File: config.mk
export PLATFORM = sky130hd
export DESIGN_NAME = huffman_encoder
export DESIGN_NICKNAME = d
export VERILOG_FILES = /design/src/rtl/huff_pkg.sv /design/src/rtl/huff_enc_codebook.sv /design/src/rtl/huffman_encoder.sv
export SDC_FILE = /design/constraint.sdc
export NUM_CORES = 2
export LEC_CHECK = 0
export CAP_MARGIN = 25
export CORE_UTILIZATION = 25
export DETAILED_ROUTE_END_ITERATION = 8
export GPL_ROUTABILITY_DRIVEN = 0
export PLACE_DENSITY = 0.48
export SYNTH_ARGS = -nofsm -noshare
export SYNTH_HDL_FRONTEND = slang
export SYNTH_SLANG_ARGS = --single-unit
export TNS_END_PERCENT = 10
File: constraint.sdc
create_clock -name clk -period 5 [get_ports clk]
set_clock_uncertainty 0.15 [all_clocks]
set_input_delay 0.5 -clock clk [delete_from_list [all_inputs] [get_ports clk]]
set_output_delay 0.5 -clock clk [all_outputs]
set_load 0.02 [all_outputs]
File: src/rtl/huff_pkg.sv
// Shared Huffman definitions: codebook entry layout, symbol width and the
// IDLE/RUN/FLUSH encoding common to the encoder and the decoder.
package huff_pkg;

    localparam int SYM_W    = 5;
    localparam int LEN_MSB  = 42;
    localparam int LEN_LSB  = 37;
    localparam int SRC_MSB  = 36;
    localparam int SRC_LSB  = 32;
    localparam int CODE_MSB = 31;
    localparam int LEN_W    = LEN_MSB - LEN_LSB + 1;
    localparam int CODE_W   = CODE_MSB + 1;
    localparam int WORD_W   = 32;

    typedef enum logic [1:0] {
        IDLE  = 2'd0,
        RUN   = 2'd1,
        FLUSH = 2'd2
    } state_t;

    // Keeps the top `len` bits of a left-aligned code; len >= 32 keeps all.
    function automatic logic [CODE_W-1:0] len_mask(input logic [LEN_W-1:0] len);
        return ~({CODE_W{1'b1}} >> len);
    endfunction

endpackage

File: src/rtl/huff_enc_codebook.sv
// Symbol-indexed codebook: register table of {len, code} plus per-entry valid
// bits, written through the load handshake and read combinationally.
module huff_enc_codebook #(
    parameter int SYM_W = huff_pkg::SYM_W
) (
    input  logic                        clk,
    input  logic                        rst_ni,
    input  logic                        wr_en_i,
    input  logic [SYM_W-1:0]            wr_src_i,
    input  logic [huff_pkg::LEN_W-1:0]  wr_len_i,
    input  logic [huff_pkg::CODE_W-1:0] wr_code_i,
    input  logic [SYM_W-1:0]            rd_sym_i,
    output logic                        rd_valid_o,
    output logic [huff_pkg::LEN_W-1:0]  rd_len_o,
    output logic [huff_pkg::CODE_W-1:0] rd_code_o
);
    import huff_pkg::*;

    localparam int DEPTH = 1 << SYM_W;

    logic [LEN_W+CODE_W-1:0] table_q [DEPTH];
    logic [DEPTH-1:0]        valid_q;

    // NOTE: the table itself is not reset; only the valid bits are, which is
    // enough to make every entry read as unloaded and keeps the array a plain RAM.
    always_ff @(posedge clk) begin
        if (wr_en_i) begin
            table_q[wr_src_i] <= {wr_len_i, wr_code_i & len_mask(wr_len_i)};
        end
    end

    always_ff @(posedge clk) begin
        if (!rst_ni) begin
            valid_q <= '0;
        end else if (wr_en_i) begin
            valid_q[wr_src_i] <= 1'b1;
        end
    end

    assign rd_valid_o = valid_q[rd_sym_i];
    assign rd_len_o   = table_q[rd_sym_i][LEN_W+CODE_W-1:CODE_W];
    assign rd_code_o  = table_q[rd_sym_i][CODE_W-1:0];

endmodule

File: src/rtl/huffman_encoder.sv
// Huffman encoder: looks symbols up in the codebook, packs codes MSB-first
// into a 64-bit accumulator and hands out 32-bit words over buf_valid/buf_ready.
module huffman_encoder #(
    parameter int CB_W  = 43,
    parameter int SYM_W = huff_pkg::SYM_W
) (
    input  logic             clk,
    input  logic             rst,
    input  logic [CB_W-1:0]  codebook_data,
    input  logic             WVALID,
    output logic             WREADY,
    input  logic             start,
    input  logic             flush,
    input  logic [SYM_W-1:0] sym_in,
    input  logic             sym_valid,
    output logic             sym_ready,
    output logic [31:0]      data,
    output logic             buf_valid,
    input  logic             buf_ready,
    output logic [31:0]      bit_count,
    output logic             done,
    output logic             err
);
    import huff_pkg::*;

    state_t              state_q, state_d;
    logic [63:0]         acc_q, acc_d;
    logic [6:0]          fill_q, fill_d;
    logic [WORD_W-1:0]   data_q, data_d;
    logic                buf_valid_q, buf_valid_d;
    logic [31:0]         bit_count_q, bit_count_d;
    logic                err_q, err_d;
    logic                wready_q;

    logic                cb_we;
    logic                rd_valid;
    logic [LEN_W-1:0]    rd_len;
    logic [CODE_W-1:0]   rd_code;

    logic                slot_free;
    logic                full_emit;
    logic                part_emit;
    logic                sym_fire;
    logic                sym_good;
    logic                flush_done;
    logic [63:0]         acc_s;
    logic [6:0]          fill_s;

    assign cb_we = WVALID && wready_q;

    huff_enc_codebook #(
        .SYM_W (SYM_W)
    ) u_codebook (
        .clk        (clk),
        .rst_ni     (rst),
        .wr_en_i    (cb_we),
        .wr_src_i   (codebook_data[SRC_MSB:SRC_LSB]),
        .wr_len_i   (codebook_data[LEN_MSB:LEN_LSB]),
        .wr_code_i  (codebook_data[CODE_MSB:0]),
        .rd_sym_i   (sym_in),
        .rd_valid_o (rd_valid),
        .rd_len_o   (rd_len),
        .rd_code_o  (rd_code)
    );

    assign slot_free  = !buf_valid_q || buf_ready;
    assign full_emit  = (fill_q >= 7'd32) && slot_free;
    assign part_emit  = (state_q == FLUSH) && (fill_q != 7'd0) && (fill_q < 7'd32) && slot_free;
    assign sym_ready  = (state_q == RUN) && ((fill_q < 7'd32) || slot_free);
    assign sym_fire   = sym_valid && sym_ready;
    // Lengths above 32 cannot be represented by a 32-bit code, so they count as bad too.
    assign sym_good   = rd_valid && (rd_len != '0) && (rd_len <= 6'd32);
    assign flush_done = (state_q == FLUSH) && (fill_q == 7'd0) && !buf_valid_q;

    // NOTE: every signal driven here gets its default first, so no path leaves
    // a value unassigned and no latch is inferred.
    always_comb begin
        state_d = state_q;
        case (state_q)
            IDLE:    if (start)      state_d = RUN;
            RUN:     if (flush)      state_d = FLUSH;
            FLUSH:   if (flush_done) state_d = IDLE;
            default:                 state_d = IDLE;
        endcase
    end

    always_comb begin
        acc_d       = acc_q;
        fill_d      = fill_q;
        data_d      = data_q;
        buf_valid_d = buf_valid_q;
        bit_count_d = bit_count_q;
        err_d       = err_q;

        // Post-emit view of the accumulator; a same-cycle append lands behind it.
        acc_s  = acc_q;
        fill_s = fill_q;
        if (full_emit) begin
            acc_s  = {acc_q[31:0], 32'b0};
            fill_s = fill_q - 7'd32;
        end else if (part_emit) begin
            acc_s  = '0;
            fill_s = '0;
        end
        acc_d  = acc_s;
        fill_d = fill_s;

        if (sym_fire) begin
            if (sym_good) begin
                acc_d       = acc_s | ({rd_code, 32'b0} >> fill_s);
                fill_d      = fill_s + {1'b0, rd_len};
                bit_count_d = bit_count_q + {26'b0, rd_len};
            end else begin
                err_d = 1'b1;
            end
        end

        if (full_emit || part_emit) begin
            data_d      = acc_q[63:32];
            buf_valid_d = 1'b1;
        end else if (buf_ready) begin
            buf_valid_d = 1'b0;
        end

        if ((state_q == IDLE) && start) begin
            bit_count_d = '0;
        end
    end

    // NOTE: state registers use non-blocking assignments so every flop samples
    // the values from before this edge, independent of statement order.
    always_ff @(posedge clk) begin
        if (!rst) begin
            state_q     <= IDLE;
            acc_q       <= '0;
            fill_q      <= '0;
            data_q      <= '0;
            buf_valid_q <= 1'b0;
            bit_count_q <= '0;
            err_q       <= 1'b0;
            wready_q    <= 1'b0;
        end else begin
            state_q     <= state_d;
            acc_q       <= acc_d;
            fill_q      <= fill_d;
            data_q      <= data_d;
            buf_valid_q <= buf_valid_d;
            bit_count_q <= bit_count_d;
            err_q       <= err_d;
            wready_q    <= (state_d == IDLE);
        end
    end

    assign WREADY    = wready_q;
    assign data      = data_q;
    assign buf_valid = buf_valid_q;
    assign bit_count = bit_count_q;
    assign done      = flush_done;
    assign err       = err_q;

endmodule

==> flow_summary_export.csv <==
group,metric,value,unit
status,status,"finished clean",
synthesis,async_flop_share,0,
finish,nFillCells,22680,
cts,clock_path_buffers,3,
sta,fmax,0.2434,GHz
finish,register_area,39960,sq um
pwr,p_leak,23.76,nW
cts,cts.sinks,1388,
synthesis,syn_avg_cell_area,15.58,sq um
detailed_routing,first_pass_iters,5,
floorplanning,die-area,234600,sq um
finish,multiInputGateArea,16910,sq um
detailed_routing,vias,35620,
grt,grt_antenna_before_repair,16,
critical_path,critPathSlowestCell,"nor3_1",
finish,drive_above_1_share,0.1736,
synthesis,syn-num-nets,3804,
sta,setup_tns,0,ns
floorplanning,row_count,176,
hold_path,holdCritPathClass,"in2reg",
synthesis,yosys_most_used_dff,"edfxtp_1",
detailed_routing,drc,0,
synthesis,synth_warnings,0,
finish,syn2layout_area_growth,19.92,%
synthesis,synth_area,58160,sq um
detailed_routing,ant_nets,0,
floorplanning,die_x,484.3,um
finish,fin_util,0.3025,
pwr,fin_total_pwr,0.02586,W
sta,period_share,0.8216,
critical_path,max_stage_delay,0.84,ns
detailed_routing,vias_per_cell,4.937,
floorplanning,die_height,484.3,um
critical_path,path_cells,"nand2b_1 > buf_4 > o31ai_4 > clkinv_1 > buf_12 > nor3_1 > a211oi_1 > o21bai_1 > o21ai_1 > o221ai_1 > o2bb2a_1 > o21ai_0",
synthesis,synth_edf_count,1216,
cts,cts_buffers,146,
cts,clock_latency,0.80,ns
grt,first_global_vias,34110,
cts,cts.clk_slew.worst_paths,0.06,ns
pwr,cellPowerDensity,370.7,nW/um^2
flow_run,timing.max_cap.violations,0,
floorplanning,start_util,0.2523,
floorplanning,core-area,230600,sq um
sta,slew_headroom,0.2701,
sta,setup_viol_count_final,0,
cts,hold_buffers,0,
pwr,ir_worst_vdd,256.8,uV
cts,h-tree-depth,4,
detailed_routing,drtIter0Drc,3916,
cts,ctsResizeCount,0,
floorplanning,io_pins,124,
synthesis,synth_cell_type_count,110,
critical_path,startpoint_type,"flop",
sta,hold_violations,0,
detailed_routing,wire_per_inst,26.84,um
cts,cts_root_buffer,"clkbuf_16",
synthesis,yosysSeqAreaShare,0.6870,
sta,maxSlewViolCount,0,
place,portBuffers,123,
cts,postCtsSetupBuffers,0,
finish,layout.nets,4143,
critical_path,cp_max_fo,28,
detailed_routing,wl,193600,um
synthesis,synthCells,3734,
grt,grt_overflow,0,
sta,period_minus_slack,4.108,ns
critical_path,cp.required,5.53,ns
critical_path,arrival,4.64,ns
sta,rsz0062_at_grt,"false",
cts,cts_tree,"yes",
sta,worstMarginPinSlew,1.095,ns
grt,grt_max_degree,57,
critical_path,path_class,"reg2reg",
grt,gr-usage-all-layers,0.1610,
grt,grt_pass1_wl,268900,um
synthesis,ys_ff_latch,1388,
place,place_hpwl,119100,um
critical_path,endpoint_kind,"flop",
-- cells by family after synthesis --
| kind of cell | synth area share |
|---|---|
| flip-flops | 0.6870 |
| AND/OR/NAND/NOR | 0.06884 |
| multiplexers | 0.1269 |
| buffers and inverters | 0.02952 |
| AO/OA/AOI/OAI | 0.07861 |
| XOR/XNOR | 0.005550 |
| adder cells (fa/ha/maj) | 0.003485 |
-- state kept, by name, indices dropped and copies added, names as in the netlist, 2 cells and up --
register / count
u_codebook.valid_q: 32
fill_q: 7
u_codebook.table_q: 1216
bit_count: 32
acc_q: 64
state_q: 2
data: 32
-- path summary, 6_finish.rpt --
path | startpoint | endpoint | slack, ns | cells past startpoint
max | state_q[1] | acc_q[13] | 0.89 | 12
min | codebook_data[39] | u_codebook.table_q[13][34] | 0.17 | 1
max reg2reg | state_q[1] | acc_q[13] | 0.89 | 12
min reg2reg | acc_q[63] | data[31] | 0.29 | 2
-- layout make-up --
| type | count | share of cell area |
|---|---|---|
| clock inverter | 71 | 0.01053 |
| inverter | 23 | 0.001256 |
| tap | 3026 | 0.05429 |
| timing repair buffer | 419 | 0.06259 |
| antenna | 7 | 0.0002512 |
| sequential | 1388 | 0.5729 |
| clock buffer | 186 | 0.05574 |
| multi-input combinational | 2095 | 0.2424 |
-- stage by stage --
stage | hold slack (ns) | cells | setup slack (ns) | instance area, sq um
after floorplan | 0.2654 | 3734 | 1.162 | 58160
after global placement | 0.2855 | 6939 | 0.2187 | 64900
after detailed placement | 0.2935 | 6945 | 0.2843 | 64980
after CTS | 0.1123 | 7202 | 0.9309 | 69600
after global routing | 0.1235 | 7210 | 0.7100 | 69730
final | 0.1679 | 7215 | 0.8922 | 69740
-- report_power, final --
part	internal, W	switching [W]	leakage, nW
clock network	0.00601	0.00467	2.27
registers	0.0127	0.0000451	12.4
logic	0.000823	0.00162	9.10
total	0.0195	0.00633	23.8
-- critical path: cells and delay by family (launching register included) --
family	cells	cell delay, ns
flops	1	0.38
simple gates	2	1.12
compound gates	7	1.59
buf+inv	3	0.69
-- cell usage after synthesis, types with 24 or more instances --
cell type / instances / area, sq um
mux2i_1: 497 / 4975
buf_2: 33 / 165.2
nor2b_1: 27 / 168.9
nand4_1: 61 / 381.6
xor2_1: 29 / 254.0
nand2_1: 216 / 810.8
nand3_1: 50 / 250.2
a21oi_1: 120 / 600.6
a22oi_1: 236 / 1772
dfxtp_1: 172 / 3443
nor3_1: 47 / 235.2
o21ai_0: 30 / 150.1
and3_1: 40 / 250.2
edfxtp_1: 1216 / 36520
nor2_1: 244 / 915.9
mux4_2: 71 / 1599
buf_6: 51 / 574.3
clkbuf_1: 90 / 337.8
o22ai_1: 24 / 150.1
-- cells in the final DEF, fill, tap and decap left out, types with 19 or more instances in the layout --
| cell | n |
|---|---|
| xor2_1 | 29 |
| a21o_1 | 19 |
| nor2b_1 | 20 |
| nor2_4 | 35 |
| clkbuf_1 | 35 |
| nand3_1 | 50 |
| clkdlybuf4s50_1 | 114 |
| buf_12 | 65 |
| clkinv_1 | 20 |
| clkinv_2 | 32 |
| mux2i_1 | 497 |
| nand4_1 | 61 |
| mux4_2 | 71 |
| nor2_1 | 209 |
| nor3_1 | 46 |
| and3_1 | 40 |
| nand2_1 | 216 |
| clkbuf_16 | 149 |
| a31oi_1 | 20 |
| edfxtp_1 | 1216 |
| mux2_2 | 21 |
| dfxtp_1 | 172 |
| buf_4 | 220 |
| o22ai_1 | 24 |
| o21ai_0 | 30 |
| a22oi_1 | 236 |
| a21oi_1 | 120 |
-- layer usage --
metal	wire [um]	GRT usage
met1	87440	0.2272
met2	87810	0.2490
met3	14480	0.03742
met4	3817	0.03577
met5	65	0
Power figures use the tool's default switching activity.
